**src/rtl/dmem_pkg.sv**
```systemverilog
// Shared types and helpers for the data-memory sequencer.
// DMEM_SWP_EN adds the swap states to the state enum.
package dmem_pkg;

  localparam int TIMEOUT_DEF = 15;
  localparam int CNT_W_DEF   = 4;

`ifdef DMEM_SWP_EN
  typedef enum logic [2:0] {IDLE, RD, WR, SWP_RD, SWP_WR, DONE} state_t;
`else
  typedef enum logic [2:0] {IDLE, RD, WR, DONE} state_t;
`endif

  function automatic logic [3:0] be_enc(input logic byte_acc, input logic [1:0] lane);
    be_enc = byte_acc ? (4'b0001 << lane) : 4'b1111;
  endfunction

endpackage

```
**src/rtl/dmem_timeout_cnt.sv**
```systemverilog
// Per-phase wait counter; tc flags the cycle whose increment would reach TIMEOUT.
import dmem_pkg::*;

module dmem_timeout_cnt #(
  parameter int CNT_W   = CNT_W_DEF,
  parameter int TIMEOUT = TIMEOUT_DEF
) (
  input  logic clk,
  input  logic rst,
  input  logic clr,
  input  logic en,
  output logic tc
);

  localparam logic [CNT_W-1:0] LAST = CNT_W'(TIMEOUT - 1);

  logic [CNT_W-1:0] cnt;

  always_ff @(posedge clk or posedge rst) begin
    if (rst)
      cnt <= '0;
    else if (clr)
      cnt <= '0;
    else if (en)
      cnt <= cnt + CNT_W'(1);
  end

  assign tc = en && (cnt == LAST);

endmodule

```
**src/rtl/dmem_seq_ctrl.sv**
```systemverilog
// MEM-stage sequencer for load/store/swap with per-phase timeout.
// Define DMEM_SWP_EN to build the read-then-write swap sequence.
import dmem_pkg::*;

module dmem_seq_ctrl #(
  parameter int TIMEOUT = TIMEOUT_DEF,
  parameter int CNT_W   = CNT_W_DEF
) (
  input  logic        clk,
  input  logic        rst,
  input  logic        req_valid,
  input  logic        req_ld,
  input  logic        req_st,
  input  logic        req_swp,
  input  logic        req_byte,
  input  logic [31:0] req_addr,
  input  logic [31:0] req_wdata,
  input  logic        mem_ack,
  input  logic [31:0] mem_rdata,
  output logic        mem_rd,
  output logic        mem_wr,
  output logic [31:0] mem_addr,
  output logic [31:0] mem_wdata,
  output logic [3:0]  mem_be,
  output logic        stall,
  output logic [31:0] rdata,
  output logic        done,
  output logic        err
);

  state_t      state, state_nxt;
  logic        err_nxt;
  logic        phase_rd, phase_wr, in_phase;
  logic        tmo, accept;
  logic        byte_q;
  logic [1:0]  lane_q;
  logic        rd_nxt, wr_nxt;

  always_ff @(posedge clk or posedge rst) begin
    if (rst)
      state <= IDLE;
    else
      state <= state_nxt;
  end

  always_comb begin
    state_nxt = state;
    err_nxt   = 1'b0;
    case (state)
      IDLE: begin
        if (req_valid) begin
          if (req_swp) begin
`ifdef DMEM_SWP_EN
            state_nxt = SWP_RD;
`else
            state_nxt = DONE;
            err_nxt   = 1'b1;
`endif
          end else if (req_st) begin
            state_nxt = WR;
          end else if (req_ld) begin
            state_nxt = RD;
          end else begin
            state_nxt = DONE;
          end
        end
      end
      RD, WR: begin
        if (mem_ack) begin
          state_nxt = DONE;
        end else if (tmo) begin
          state_nxt = DONE;
          err_nxt   = 1'b1;
        end
      end
`ifdef DMEM_SWP_EN
      SWP_RD: begin
        if (mem_ack) begin
          state_nxt = SWP_WR;
        end else if (tmo) begin
          state_nxt = DONE;
          err_nxt   = 1'b1;
        end
      end
      SWP_WR: begin
        if (mem_ack) begin
          state_nxt = DONE;
        end else if (tmo) begin
          state_nxt = DONE;
          err_nxt   = 1'b1;
        end
      end
`endif
      DONE:    state_nxt = IDLE;
      default: state_nxt = IDLE;
    endcase
  end

  always_comb begin
    phase_rd = 1'b0;
    phase_wr = 1'b0;
    stall    = 1'b0;
    done     = 1'b0;
    case (state)
      IDLE: stall = req_valid;
      RD: begin
        phase_rd = 1'b1;
        stall    = 1'b1;
      end
      WR: begin
        phase_wr = 1'b1;
        stall    = 1'b1;
      end
`ifdef DMEM_SWP_EN
      SWP_RD: begin
        phase_rd = 1'b1;
        stall    = 1'b1;
      end
      SWP_WR: begin
        phase_wr = 1'b1;
        stall    = 1'b1;
      end
`endif
      DONE:    done = 1'b1;
      default: ;
    endcase
  end

  assign in_phase = phase_rd || phase_wr;
  assign accept   = (state == IDLE) && req_valid;

  // Counter restarts whenever no phase is active or a phase completes.
  dmem_timeout_cnt #(
    .CNT_W   (CNT_W),
    .TIMEOUT (TIMEOUT)
  ) u_tmo (
    .clk (clk),
    .rst (rst),
    .clr (!in_phase || mem_ack),
    .en  (in_phase && !mem_ack),
    .tc  (tmo)
  );

`ifdef DMEM_SWP_EN
  assign rd_nxt = (state_nxt == RD) || (state_nxt == SWP_RD);
  assign wr_nxt = (state_nxt == WR) || (state_nxt == SWP_WR);
`else
  assign rd_nxt = (state_nxt == RD);
  assign wr_nxt = (state_nxt == WR);
`endif

  always_ff @(posedge clk or posedge rst) begin
    if (rst) begin
      mem_rd    <= 1'b0;
      mem_wr    <= 1'b0;
      err       <= 1'b0;
      mem_be    <= '0;
      mem_addr  <= '0;
      mem_wdata <= '0;
      rdata     <= '0;
      byte_q    <= 1'b0;
      lane_q    <= '0;
    end else begin
      mem_rd <= rd_nxt;
      mem_wr <= wr_nxt;
      err    <= err_nxt;
      if (accept) begin
        byte_q    <= req_byte;
        lane_q    <= req_addr[1:0];
        mem_addr  <= {req_addr[31:2], 2'b00};
        mem_wdata <= req_byte ? {4{req_wdata[7:0]}} : req_wdata;
        mem_be    <= be_enc(req_byte, req_addr[1:0]);
      end
      if (phase_rd && mem_ack)
        rdata <= byte_q ? {24'd0, mem_rdata[8*lane_q +: 8]} : mem_rdata;
    end
  end

endmodule

```
**config.mk**
```make
export PLATFORM = sky130hd
export DESIGN_NAME = dmem_seq_ctrl
export DESIGN_NICKNAME = d
export VERILOG_FILES = /design/src/rtl/dmem_pkg.sv /design/src/rtl/dmem_timeout_cnt.sv /design/src/rtl/dmem_seq_ctrl.sv
export SDC_FILE = /design/constraint.sdc
export NUM_CORES = 1
export LEC_CHECK = 0
export ABC_AREA = 1
export CAP_MARGIN = 20
export CORE_MARGIN = 2
export CORE_UTILIZATION = 46
export CTS_CLUSTER_DIAMETER = 120
export DETAILED_ROUTE_END_ITERATION = 7
export PLACE_DENSITY = 0.87
export REMOVE_ABC_BUFFERS = 1
export SYNTH_ARGS = -nofsm -noshare
export SYNTH_HDL_FRONTEND = slang
export SYNTH_SLANG_ARGS = --single-unit
```
**constraint.sdc**
```tcl
create_clock -name clk -period 7 [get_ports clk]
set_input_delay 1.4 -clock clk [delete_from_list [all_inputs] [get_ports clk]]
set_output_delay 1.4 -clock clk [all_outputs]
set_load 0.1 [all_outputs]
```
==> impl_metrics.csv, run 1 <==
group,metric,value,unit
cts,path_clk_slew,0.10,ns
synthesis,ys_seq_elements,111,
placement,dp.cells,894,
setup_path,required,5.60,ns
synthesis,synth_compound_area_frac,0.0815,
cts,clock_sinks,111,
global_routing,antenna_found_initial,0,
floorplan,core_area,10300,um^2
synthesis,synth_xor_area_frac,0.00361,
global_routing,grt_pass1_wl,22100,um
synthesis,synth_ff_type,"dfrtp_1",
flow_run,drv_cap,0,
floorplan,start_util,0.472,
synthesis,synth_edf_count,0,
synthesis,ys_seq_area_frac,0.572,
setup_path,critPathCaptureType,"output port",
setup_path,rr_startpoint,"state[0]$_DFF_PP0_",
cells_and_area,final_nets,876,
synthesis,async_reset_ff_frac,1.00,
routing,wl_per_cell,15.1,um
synthesis,synthAdderAreaFrac,0.00516,
routing,wl,13800,um
cells_and_area,drive_gt1_frac,0.0361,
cts,clk_latency,0.37,ns
synthesis,syn_area,4850,um^2
floorplan,pin_count,209,
setup_path,crit_start,"req_valid",
global_routing,grt_pass1_vias,4698,
cells_and_area,area_growth,47.5,%
synthesis,synth-warning-count,0,
timing,slew_headroom,0.284,
min_path,min_path_cells,2,
cells_and_area,n_antenna_cell,0,
cts,cts_setup_buffers,0,
timing,maxSlewViolCount,0,
cts,cts-root-buf,"clkbuf_8",
routing,drt.antenna.violating_nets,0,
synthesis,yosysTopAreaCell,"dfrtp_1",
global_routing,grt_max_degree,65,
timing,hold_violations,0,
synthesis,synth_common_cells,"272 x nand2_1, 111 x dfrtp_1, 37 x nand3_1",
synthesis,synth.most_common_cell,"nand2_1",
timing,setup_slack,1.53,ns
placement,io_buffers,206,
floorplan,row_count,37,
cells_and_area,postLayoutCellArea,7160,um^2
setup_path,startpoint_type,"input pin",
timing,rsz0062_at_grt,"no",
routing,drc_errors,0,
synthesis,synthDistinctLibCells,24,
timing,fmax,0.183,GHz
global_routing,gr-total-overflow,0,
routing,avgViaCountPerCell,5.01,
routing,dr.first_iter.drc_count,260,
placement,dpl_cell_area,6920,um^2
setup_path,crit_arrival,4.07,ns
timing,tns,0,ns
timing,setup_violations,0,
setup_path,worst_r2r_path_depth,6,
floorplan,die_w,107,um
synthesis,yosys.area_share.simple,0.277,
cts,cts.path.max_buffers,2,
routing,vias,4565,
setup_path,worstSetupPathType,"input pin to output port",
timing,post-route-period-util,0.782,
setup_path,ff2ff_setup_slack,4.75,ns
setup_path,worstReg2RegEnd,"mem_wdata[12]$_DFFE_PP0P_",
setup_path,endpoint,"stall",
placement,preCtsSetupSlack,1.52,ns
timing,min_period,5.47,ns
cts,cts_resized,0,
synthesis,muxShareOfSynthArea,0,
timing,tightest_slew,1.07,ns
placement,dp_hpwl,9920,um
global_routing,track_usage,0.246,
placement,place.gp.congestion,0.919,
status,outcome,"finished clean",
timing,finClkSkew,0.00888,ns
synthesis,synth_top_family_by_area,"simple AND/OR/NAND/NOR gates",
routing,drtPass1Iterations,5,
cts,numCtsBuffers,9,
cts,htreeDepth,3,
min_path,hp-class,"register to register",
cells_and_area,final_cells,911,
floorplan,dieHeight,107,um
synthesis,synth_area_leaders,"dfrtp_1 57%, nand2_1 21%, nand3_1 3.8%",
synthesis,synth.top_cell.area_share,0.572,
cts,cts_tree,"done",
setup_path,cp_max_fo,44,
synthesis,synth_cells,578,
synthesis,syn_area_per_cell,8.40,um^2
floorplan,die-area,11400,um^2
cts,cts_hold_buf,0,
-- cell families (layout without fill, tap and decap cells) --
family                     Yosys count  in the layout
other                                1              3
buffers and inverters               55            250
adders and majority gates            2              2
DFF                                111            111
xor gates and xnor gates             2              2
and+or+nand+nor                    341            341
AOI/OAI and AO/OA                   66             66
-- registers in the layout, summed over array words and instances, names as in the netlist, 2 cells and up --
register and cells:
rdata 32, state 3, lane_q 2, mem_wdata 32, mem_addr 30, mem_be 4
u_tmo.cnt 4
-- cell usage in the layout, fill, tap and decap left out --
master           Yosys  layout
a21oi_1             12      12
buf_12               0       1
buf_4                6       2
bufinv_16            0       2
clkbuf_8             0       9
clkdlybuf4s50_1      0     206
clkinv_1             1       1
clkinv_2             0       1
clkinv_4             0       2
clkinvlp_4           0       2
conb_1               1       3
dfrtp_1            111     111
ha_1                 2       2
inv_1               21      20
inv_2                3       3
inv_4                0       1
nand2_1            272     272
nand2_2              1       1
nand3_1             37      37
nand3_2              1       1
nor2_1              27      27
nor2_2               3       2
nor2_4               0       1
o211ai_1             1       1
o21a_1              24      24
o21ai_0             26      26
o21ai_1              2       2
o21bai_1             1       1
xnor2_1              1       1
xor2_1               1       1
-- layout make-up --
class | count | area, um^2
fillers | 805 | 3120
flip-flops and latches | 111 | 2780
repair buffers | 209 | 2100
multi-input cells | 414 | 1800
well taps | 136 | 170
clock buffers | 9 | 124
clock inverters | 7 | 97.6
inverters | 25 | 96.3
-- critical path: stages --
cell and delay (ns):
clkdlybuf4s50_1 0.47, inv_1 0.04, nor2_1 0.24, nand2_2 0.54
nand2_1 0.22, clkdlybuf4s50_1 1.15
-- worst min-delay path by stage --
| stage | slack, ns | end | start |
|---|---|---|---|
| floorplan | 0.45 | u_tmo.cnt[0]$_DFF_PP0_ | u_tmo.cnt[0]$_DFF_PP0_ |
| global placement | 0.46 | rdata[5]$_DFFE_PP0P_ | rdata[5]$_DFFE_PP0P_ |
| detailed placement | 0.47 | mem_wdata[0]$_DFFE_PP0P_ | mem_wdata[0]$_DFFE_PP0P_ |
| CTS | 0.49 | mem_wdata[0]$_DFFE_PP0P_ | mem_wdata[0]$_DFFE_PP0P_ |
| global route | 0.52 | mem_wdata[1]$_DFFE_PP0P_ | mem_wdata[1]$_DFFE_PP0P_ |
| finish | 0.49 | mem_addr[23]$_DFFE_PP0P_ | mem_addr[23]$_DFFE_PP0P_ |
-- layer usage --
layer / up-vias / wire [um] / GRT usage
met5: - / 0 / 0
met4: 0 / 384 / 0.109
met3: 34 / 1560 / 0.0875
met2: 225 / 6550 / 0.413
met1: 2120 / 5260 / 0.284
li1: 2186 / - / -
-- per-stage QoR --
stage | util | hold WS, ns
floorplan | - | 0.451
global placement | 0.673 | 0.461
detailed placement | 0.673 | 0.466
CTS | 0.695 | 0.491
global route | 0.697 | 0.515
finish | 0.697 | 0.489
Power of run 1 is left out: the tool's default activity adds up to more than one toggle a clock period on the data nets, which glitch-free logic cannot reach.
==> run 2: changes to the inputs <==
--- a/config.mk
+++ b/config.mk
@@ -8,10 +8,10 @@
 export ABC_AREA = 1
 export CAP_MARGIN = 20
 export CORE_MARGIN = 2
-export CORE_UTILIZATION = 46
+export CORE_UTILIZATION = 43
 export CTS_CLUSTER_DIAMETER = 120
 export DETAILED_ROUTE_END_ITERATION = 7
-export PLACE_DENSITY = 0.87
+export PLACE_DENSITY = 0.82
 export REMOVE_ABC_BUFFERS = 1
 export SYNTH_ARGS = -nofsm -noshare
 export SYNTH_HDL_FRONTEND = slang
==> constraint.sdc (replaced) <==
create_clock -name clk -period 5.17 [get_ports clk]
set_input_delay 1.034 -clock clk [delete_from_list [all_inputs] [get_ports clk]]
set_output_delay 1.034 -clock clk [all_outputs]
set_load 0.1 [all_outputs]
==> run 2 against run 1 <==
  * Worst hold slack worse by 0.0067 ns
  * Design area is 1.4% higher
  * Worst setup slack better by 0.074 ns
  * Clock skew fell by 0.0010 ns
  * Critical endpoint unchanged
  * Sequential share of layout area shrank 0.55 points
  * Critical path depth increased by 1
  * Critical path type unchanged
  * Global-route usage is 1.8 points lower
  * Count of clock-buffer cells in the layout is 2 higher
  * Sequential cell count stayed put
  * Register-to-register slack got worse by 1.7 ns
  * Routed wire length increased by 1.4%
==> impl_metrics.csv, run 2 (synthesis gave the netlist of run 1 again) <==
group,metric,value,unit
global_routing,grt_max_degree,65,
cts,cts_resized,0,
timing,min_period,3.57,ns
timing,setup_violations,0,
cells_and_area,n_antenna_cell,0,
setup_path,startpoint_type,"input pin",
timing,post-route-period-util,0.690,
floorplan,die_w,110,um
cts,cts.path.max_buffers,2,
floorplan,pin_count,209,
status,outcome,"finished clean",
cts,cts_hold_buf,0,
placement,place.gp.congestion,0.832,
timing,finClkSkew,0.00788,ns
routing,drtPass1Iterations,4,
global_routing,grt_pass1_vias,4366,
cells_and_area,area_growth,49.6,%
global_routing,grt_pass1_wl,21200,um
floorplan,core_area,10900,um^2
setup_path,required,4.14,ns
timing,tightest_slew,1.05,ns
cells_and_area,reg_top3,"mem_wdata (32), rdata (32), mem_addr (30)",
timing,rsz0062_at_grt,"no",
timing,fmax,0.280,GHz
cts,clock_sinks,111,
placement,io_buffers,206,
floorplan,dieHeight,110,um
cts,path_clk_slew,0.06,ns
timing,hold_violations,0,
routing,drc_errors,0,
setup_path,critPathCaptureType,"output port",
cts,numCtsBuffers,9,
cells_and_area,drive_gt1_frac,0.0398,
cells_and_area,final_nets,879,
routing,vias,4479,
min_path,hp-class,"register to register",
cts,cts_setup_buffers,0,
setup_path,worstSetupPathType,"input pin to output port",
timing,maxSlewViolCount,0,
cells_and_area,fillers,891,
global_routing,antenna_found_initial,0,
placement,dp_hpwl,10100,um
timing,slew_headroom,0.298,
routing,dr.first_iter.drc_count,326,
cells_and_area,final_cell_mix,"272 x nand2_1, 205 x clkdlybuf4s50_1, 111 x dfrtp_1",
cts,htreeDepth,3,
routing,drt.antenna.violating_nets,0,
cts,cts-root-buf,"clkbuf_16",
setup_path,crit_arrival,2.53,ns
floorplan,die-area,12200,um^2
floorplan,row_count,38,
setup_path,cp_max_fo,44,
routing,wl_per_cell,15.2,um
timing,tns,0,ns
routing,avgViaCountPerCell,4.88,
cts,cts_tree,"done",
cells_and_area,final_common_cell,"nand2_1",
routing,wl,13900,um
cts,clk_latency,0.34,ns
global_routing,gr-total-overflow,0,
global_routing,track_usage,0.229,
flow_run,drv_cap,0,
floorplan,start_util,0.444,
run 2: cell count changes in the layout (fill, tap and decap cells not counted):
| cell | before | now |
|---|---|---|
| clkbuf_16 | 0 | 9 |
| clkbuf_8 | 9 | 1 |
| buf_4 | 2 | 6 |
| clkinv_4 | 2 | 0 |
| bufinv_16 | 2 | 1 |
| clkbuf_1 | 0 | 1 |
| clkdlybuf4s50_1 | 206 | 205 |
| clkinv_2 | 1 | 2 |
| clkinvlp_4 | 2 | 1 |
| inv_6 | 0 | 1 |
run 2: final cells by class:
| class | count | area [um^2] | area share |
|---|---|---|---|
| clock inverters | 5 | 56.3 | 0.00775 |
| flip-flops and latches | 111 | 2780 | 0.382 |
| multi-input cells | 414 | 1800 | 0.247 |
| well taps | 140 | 175 | 0.0241 |
| inverters | 25 | 96.3 | 0.0133 |
| repair buffers | 212 | 2120 | 0.292 |
| clock buffers | 11 | 243 | 0.0334 |
run 2: path summary, 6_finish.rpt:
path	from	depth (start not counted)	end	slack [ns]
min in group asynchronous	rst	2	mem_wdata[23]$_DFFE_PP0P_	1.11
max	req_valid	7	stall	1.60
max reg2reg	state[0]$_DFF_PP0_	6	mem_wdata[22]$_DFFE_PP0P_	3.06
max in group asynchronous	rst	3	mem_addr[5]$_DFFE_PP0P_	3.20
min reg2reg	rdata[0]$_DFFE_PP0P_	2	rdata[0]$_DFFE_PP0P_	0.48
min	rdata[0]$_DFFE_PP0P_	2	rdata[0]$_DFFE_PP0P_	0.48
run 2: per-stage QoR:
step           setup slack [ns]  hold WS (ns)   util  cell area [um^2]  cells
2_1_floorplan              1.21         0.451      -              4660    550
3_3_place_gp               1.64         0.462  0.635              6940    901
3_5_place_dp               1.60         0.465  0.635              6940    901
4_1_cts                    1.59         0.484  0.662              7240    917
5_1_grt                    1.46         0.502  0.664              7260    918
6_report                   1.60         0.482  0.664              7260    918
run 2: layer usage:
| metal | global-route usage | share of wire |
|---|---|---|
| met5 | 0 | 0 |
| met4 | 0.0723 | 0.019 |
| met3 | 0.0982 | 0.12 |
| met2 | 0.372 | 0.46 |
| met1 | 0.275 | 0.40 |
run 2: worst max-delay path, stage by stage:
cell and delay [ns]:
clkdlybuf4s50_1 0.47, inv_1 0.04, nor2_1 0.23, nand2_2 0.07
buf_4 0.27, nand2_1 0.12, buf_4 0.29
Power of run 2 is left out for the same reason.
==> run 3: changes to the inputs <==
==> constraint.sdc (replaced) <==
create_clock -name clk -period 3.6 [get_ports clk]
set_input_delay 0.72 -clock clk [delete_from_list [all_inputs] [get_ports clk]]
set_output_delay 0.72 -clock clk [all_outputs]
set_load 0.1 [all_outputs]
==> run 3 against run 2 <==
  * Design area grew 0.38%
  * Die area stayed put
  * Core utilization is 0.25 points higher
  * Routed wire length rose by 1.2%
  * Clock skew down 0.0012 ns
  * Count of clock-buffer cells in the layout is the same
  * Register-to-register slack got worse by 1.5 ns
  * Sequential cell count is the same
  * Cell count rose by 0.22%
  * Via count is 2.1% higher
  * Global-route usage up 0.71 points
==> impl_metrics.csv, run 3 (synthesis gave the netlist of run 1 again) <==
group,metric,value,unit
min_path,hp-class,"register to register",
global_routing,grt_pass1_vias,4491,
timing,maxSlewViolCount,0,
timing,rsz0062_at_grt,"no",
cells_and_area,drive_gt1_frac,0.0436,
routing,drt.antenna.violating_nets,0,
cells_and_area,final_cell_mix,"272 x nand2_1, 204 x clkdlybuf4s50_1, 111 x dfrtp_1",
floorplan,die-area,12200,um^2
global_routing,antenna_found_initial,0,
setup_path,required,2.88,ns
cts,clk_latency,0.34,ns
setup_path,ff2ff_setup_slack,1.59,ns
status,outcome,"finished clean",
routing,drtPass1Iterations,4,
timing,tightest_slew,1.03,ns
global_routing,grt_max_degree,62,
floorplan,dieHeight,110,um
setup_path,cpMaxStageDelayCell,"clkdlybuf4s50_1",
timing,setup_violations,0,
cells_and_area,final_common_cell,"nand2_1",
cts,cts-root-buf,"clkbuf_16",
timing,fmax,0.384,GHz
cells_and_area,final_nets,881,
setup_path,worstSetupPathType,"input pin to output port",
cts,path_clk_slew,0.07,ns
routing,wl,14100,um
setup_path,crit_start,"req_valid",
cts,cts_resized,0,
placement,io_buffers,206,
timing,hold_violations,0,
setup_path,startpoint_type,"input pin",
setup_path,endpoint,"stall",
timing,slew_headroom,0.313,
setup_path,worstReg2RegEnd,"rdata[17]$_DFFE_PP0P_",
timing,finClkSkew,0.00666,ns
cells_and_area,postLayoutCellArea,7290,um^2
floorplan,core_area,10900,um^2
cts,cts_tree,"done",
routing,wl_per_cell,15.3,um
placement,place.gp.congestion,0.828,
cells_and_area,multiInputGateArea,1800,um^2
routing,vias,4571,
floorplan,row_count,38,
cells_and_area,fillers,910,
cts,cts.path.max_buffers,2,
global_routing,gr-total-overflow,0,
flow_run,drv_cap,0,
routing,avgViaCountPerCell,4.97,
setup_path,critPathCaptureType,"output port",
routing,drc_errors,0,
cells_and_area,area_growth,50.2,%
global_routing,grt_pass1_wl,21800,um
cts,htreeDepth,3,
timing,post-route-period-util,0.724,
cells_and_area,reg_top3,"mem_wdata (32), rdata (32), mem_addr (30)",
floorplan,start_util,0.444,
placement,dpl_cell_area,7010,um^2
cts,cts_setup_buffers,0,
cts,numCtsBuffers,9,
cts,cts_hold_buf,0,
setup_path,cp_cell_sequence,"clkdlybuf4s50_1 -> inv_1 -> nor2_1 -> nand2_2 -> nand2_1 -> buf_12",
global_routing,track_usage,0.236,
setup_path,worst_r2r_path_depth,5,
floorplan,die_w,110,um
timing,min_period,2.61,ns
cts,clock_sinks,111,
setup_path,crit_arrival,1.89,ns
cells_and_area,seqCellArea,2780,um^2
setup_path,cp_max_fo,4,
placement,dp_hpwl,10400,um
setup_path,cp_slowest_stage_delay,0.48,ns
routing,dr.first_iter.drc_count,289,
floorplan,pin_count,209,
cells_and_area,n_antenna_cell,0,
setup_path,rr_startpoint,"state[1]$_DFF_PP0_",
==> run 3: area by class of cell <==
type                    count  area share
multi-input cells         414       0.246
inverters                  25      0.0132
clock inverters             5     0.00463
repair buffers            214       0.297
well taps                 140      0.0240
clock buffers              11      0.0333
flip-flops and latches    111       0.381
==> run 3: worst min path at each step <==
stage | slack, ns | endpoint | from | cells after the start
floorplan | 0.45 | u_tmo.cnt[0]$_DFF_PP0_ | u_tmo.cnt[0]$_DFF_PP0_ | 1
global placement | 0.46 | mem_wdata[3]$_DFFE_PP0P_ | mem_wdata[3]$_DFFE_PP0P_ | 2
detailed placement | 0.47 | mem_addr[11]$_DFFE_PP0P_ | mem_addr[11]$_DFFE_PP0P_ | 2
CTS | 0.49 | mem_addr[11]$_DFFE_PP0P_ | mem_addr[11]$_DFFE_PP0P_ | 2
global route | 0.51 | mem_addr[30]$_DFFE_PP0P_ | mem_addr[30]$_DFFE_PP0P_ | 2
finish | 0.49 | mem_addr[19]$_DFFE_PP0P_ | mem_addr[19]$_DFFE_PP0P_ | 2
==> run 3: per-layer routing <==
layer	share of wire	track usage	wire (um)
met3	0.12	0.0994	1690
met1	0.37	0.262	5260
met2	0.48	0.399	6750
met4	0.029	0.0973	403
met5	0	0	0
==> run 3: critical path, delay by kind of cell <==
family        cells  cell delay [ns]
simple gates      3             0.46
buf+inv           3             0.70
==> run 3: stage by stage <==
step	utilization	cells	worst slack (ns)	setup TNS, ns	hold slack [ns]
global placement	0.641	903	0.970	0	0.462
CTS	0.666	919	0.982	0	0.488
detailed placement	0.641	903	0.912	0	0.469
floorplan	-	550	-0.0507	-5.62	0.451
global route	0.667	920	0.882	0	0.506
finish	0.667	920	0.993	0	0.486
Power of run 3 is left out for the same reason.
==> RTL change 1, RTL diff (config.mk and constraints of run 2) <==
Re-encode `state_t` (4 states) as one-hot, 4 bits wide.
--- a/src/rtl/dmem_pkg.sv
+++ b/src/rtl/dmem_pkg.sv
@@ -8,7 +8,7 @@
 `ifdef DMEM_SWP_EN
   typedef enum logic [2:0] {IDLE, RD, WR, SWP_RD, SWP_WR, DONE} state_t;
 `else
-  typedef enum logic [2:0] {IDLE, RD, WR, DONE} state_t;
+  typedef enum logic [3:0] {IDLE = 4'b0001, RD = 4'b0010, WR = 4'b0100, DONE = 4'b1000} state_t;
 `endif
 
   function automatic logic [3:0] be_enc(input logic byte_acc, input logic [1:0] lane);
Function: same outputs for any inputs over 4 cycles, from zero or initial values and one cycle with rst high; so few cycles prove little.
==> RTL change 1 against run 2 <==
  * Area after synthesis is 3.4% higher
  * Highest routed layer unchanged
  * Via count is 9.2% higher
  * Setup slack better by 230 ps
  * Design area is 2.4% higher
  * Wire length is 4.1% higher
  * Sequential cell count is 1 higher
  * Register-to-register slack worse by 40 ps
==> RTL change 1: results (changes against run 2) <==
metric	value	unit	change
Root Driver	clkbuf_16		
r2r setup slk	3020	ps	-40 ps
Ant. Diodes	0		unchanged
worst skew pair latency	350	ps	
largest net degree at the start of global routing	87		+34%
filler cell count	950		+6.6%
initial antenna violation count	0		unchanged
initial DRC count	426		+31%
drt wl/cell	15.2	um	about the same
first-pass GRT wire length	22.8	mm	+7.5%
Top Registers	mem_wdata: 32 flops, rdata: 32 flops, mem_addr: 30 flops		
Vias/cell	5.12		+5.0%
worst hold stages	2		unchanged
Post-CTS Setup Repair Bufs	0		unchanged
outcome	finished, final reports clean		
HP Class	reg2reg		
synth warn	0		unchanged
FF-to-FF End	state[2]		
Clock Skew	5.58	ps	-2.30 ps
Crit Path Max Fanout	4		-91%
FF-to-FF path depth	7		+1
predominant post-synthesis flop cell	dfrtp_1		
vias in the first global route	4701		+7.7%
clock-pin slew on the worst setup and hold paths	70	ps	
gpl congestion	0.918		+10%
Netlist cell types	24		unchanged
dpl hpwl	9.80	mm	-2.8%
Rel. slew slack	31.4	%	+1.7 points
share of synthesized flip-flops with an asynchronous set or reset	100	%	unchanged
number of CTS-inserted buffers	9		unchanged
H-tree Lvls	3		unchanged
PortBufs	206		unchanged
pre-CTS worst setup slack	2110	ps	+514 ps
Worst Setup SP	state[2]		
fin nets	913		+3.9%
Critical Path Sink	done		
router iterations before antenna repair	5		+1
top cells by area, synth	dfrtp_1 (55%), nand2_1 (23%), o21ai_0 (8.3%)		
share of layout cells above drive strength 1	3.94	%	-0.044 points
GRT Total Usage	22.7	%	-0.20 points
f_max	0.300	GHz	+6.9%
most frequent cells after synthesis	nand2_1 (302), dfrtp_1 (111), o21ai_0 (83)		
CTS Buffer Depth	2		unchanged
Worst Path Arrival	2300	ps	-230 ps
VDD IR-drop max	0.000368	V	
Resized cells post-CTS	0		unchanged
leakage	3.54	nW	
Seq/Total Area, Yosys	55.9	%	-1.3 points
RTL change 1: changes by cell type in the layout (fill, tap and decap cells not counted), moves of 3 or more:
cell / delta
o21ai_1: +11
inv_1: -13
o21a_1: -24
o21ai_0: +57
nand2_1: +30
nand3_1: -24
nand4_1: +7
a21oi_1: -12
nand3b_1: +3
RTL change 1: layout make-up:
type | count | area, um2 | share of cell area, %
Multi-Input combinational cell | 459 | 1950 | 26.2
Tap cell | 143 | 179 | 2.41
Clock inverter | 3 | 40.0 | 0.539
Clock buffer | 13 | 260 | 3.50
Sequential cell | 112 | 2800 | 37.7
Inverter | 13 | 51.3 | 0.690
Timing Repair Buffer | 212 | 2150 | 28.9
RTL change 1: worst min path at each step:
stage,start,to
after floorplan,u_tmo.cnt[0],u_tmo.cnt[0]
after global placement,rdata[3],rdata[3]
after detailed placement,rdata[1],rdata[1]
after CTS,rdata[0],rdata[0]
after global routing,rdata[22],rdata[22]
final,rdata[21],rdata[21]
RTL change 1: kinds of logic after synthesis:
kind of cell | share of synthesized area (%)
other cells | 0.0748
xor+xnor | 0.349
simple gates | 28.3
compound gates | 9.58
flops | 55.9
fa+ha+maj | 0.499
buf+inv | 5.29
RTL change 1: routing by layer:
layer	track usage [%]	routed length, um	up-vias
met3	8.11	1470	24
li1	-	-	2330
met2	38.0	6950	230
met4	7.97	279	0
met5	0	0	-
met1	27.1	5820	2309
RTL change 1: worst max-delay path: stages (launching register included):
cell             delay [ps]
dfrtp_1                 430
nor4_1                  330
clkdlybuf4s50_1        1190
RTL change 1: where the power goes:
part,leakage (nW),switching (W),total (W),internal [W]
Clock,0.150,0.000304,0.000706,0.000401
Sequential,1.44,0.000134,0.00124,0.00110
Combinational,1.95,0.00207,0.00263,0.000555
RTL change 1: stage by stage:
step           total power, W  hold WS [ps]  utilization (%)  cell area [um2]  instances
2_1_floorplan         0.00316           452                -             4800        584
3_3_place_gp          0.00384           461             62.1             7090        937
3_5_place_dp          0.00387           467             62.1             7090        937
4_1_cts               0.00459           487             64.7             7390        953
5_1_grt               0.00474           514             65.1             7430        955
6_report              0.00457           488             65.1             7430        955
==> RTL change 2, RTL diff (flow settings as in run 2) <==
Made on the original files. The option `DMEM_SWP_EN` is turned on by a define.
--- a/src/rtl/dmem_pkg.sv
+++ b/src/rtl/dmem_pkg.sv
@@ -1,5 +1,7 @@
 // Shared types and helpers for the data-memory sequencer.
 // DMEM_SWP_EN adds the swap states to the state enum.
+`define DMEM_SWP_EN
+
 package dmem_pkg;
 
   localparam int TIMEOUT_DEF = 15;
Formal check against the unedited RTL: not equivalent (a bounded check fails within 4 cycles, from zero or initial values and one cycle with rst high).
==> RTL change 2 against run 2 <==
  * Hold slack got worse by 2.0 ps
  * Setup slack better by 240 ps
  * Area after synthesis fell by 2.9%
  * Core utilization is 0.44 points lower
  * Design area is 2.4% lower
  * Highest routed layer unchanged
  * Sequential cell count stayed put
  * Count of clock-buffer cells in the layout decreased by 1
  * Die area down 2.8%
  * Wire length down 4.8%
Power is not shown: default switching activity piles up to over one toggle a cycle in this logic, so the estimate is an artifact.
==> RTL change 2: results (changes against run 2) <==
metric	value	unit	change
outcome	finished, final reports clean		
initial antenna violation count	0		unchanged
first-pass GRT wire length	20.7	mm	-2.4%
fin nets	844		-4.0%
GRT met1 Usage	28.3	%	+0.80 points
GR Util met2	37.7	%	+0.43 points
M1 WL	5.32	mm	-5.3%
Post-CTS Setup Repair Bufs	0		unchanged
Vias/cell	5.09		+4.3%
Ant. Diodes	0		unchanged
Mapped Avg Cell Area	8.61	um2	+2.6%
Netlist cell types	27		+13%
worst skew pair latency	360	ps	+20 ps
vias in the first global route	4293		-1.7%
HP Class	reg2reg		
Cell Area, Placed	6820	um2	-1.8%
placed insts	866		-3.9%
Crit Path Max Fanout	4		-91%
Synth Area in Adders	0.531	%	+0.015 points
drt wl/cell	15.0	um	-0.99%
pre-CTS worst setup slack	1540	ps	-60.4 ps
top cells by area, synth	dfrtp_1 (59%), nand2_1 (18%), nand3_1 (6.8%)		
Seq/Total Area, Yosys	58.9	%	+1.7 points
Clock Skew	8.57	ps	+0.689 ps
PortBufs	206		unchanged
gpl congestion	0.962		+16%
mux cell area share after synthesis	0	%	unchanged
clock-pin slew on the worst setup and hold paths	100	ps	+40 ps
Met2 Wirelength	6.33	mm	-1.7%
Max stage delay on crit path	1180	ps	+710 ps
dpl hpwl	9.45	mm	-6.2%
number of CTS-inserted buffers	9		unchanged
share of synthesized flip-flops with an asynchronous set or reset	100	%	unchanged
Resized cells post-CTS	0		unchanged
met3 usage	5.86	%	-4.0 points
largest net degree at the start of global routing	83		+28%
CTS Buffer Depth	2		unchanged
CP top delay family	buffers and inverters		
synth warn	0		unchanged
router iterations before antenna repair	5		+1
initial DRC count	299		-8.3%
share of layout cells above drive strength 1	3.90	%	-0.081 points
Rel. slew slack	29.6	%	-0.18 points
Compound-Gate Fraction of Synth Area	7.67	%	-0.47 points
CP max stage cell	clkdlybuf4s50_1		
xor/xnor cell area share of the yosys netlist	0.372	%	+0.011 points
H-tree Lvls	3		unchanged
GRT Total Usage	22.5	%	-0.32 points
Root Driver	clkbuf_8		
WL met3	1.36	mm	-17%
Top Registers	mem_wdata: 32 flops, rdata: 32 flops, mem_addr: 30 flops		
most frequent cells after synthesis	nand2_1 (229), dfrtp_1 (111), nand3_1 (64)		
Non-Filler Instances	883		-3.8%
RTL change 2: cell types whose count changed in the layout (fill, tap and decap cells not counted), moves of 10 or more:
cell / before / now
a21oi_1: 12 / 2
nand2_1: 272 / 229
nor2_1: 27 / 14
o21a_1: 24 / 0
nand3_1: 37 / 64
RTL change 2: layout make-up:
cell class | instances | area [um2]
Multi-Input combinational cell | 381 | 1680
Timing Repair Buffer | 210 | 2100
Sequential cell | 111 | 2780
Fill cell | 872 | 3660
Inverter | 25 | 96.3
Clock buffer | 10 | 138
Tap cell | 140 | 175
Clock inverter | 6 | 115
RTL change 2: final timing paths:
check                              from           end  slack [ps]  depth (start not counted)
hold / removal             mem_wdata[2]  mem_wdata[2]         480                          2
hold reg to reg            mem_wdata[2]  mem_wdata[2]         480                          2
setup / recovery               state[0]          done        1850                          3
min in group asynchronous           rst      rdata[5]        1030                          2
max in group asynchronous           rst  mem_addr[23]        3370                          3
setup reg to reg               state[2]        mem_wr        2430                          9
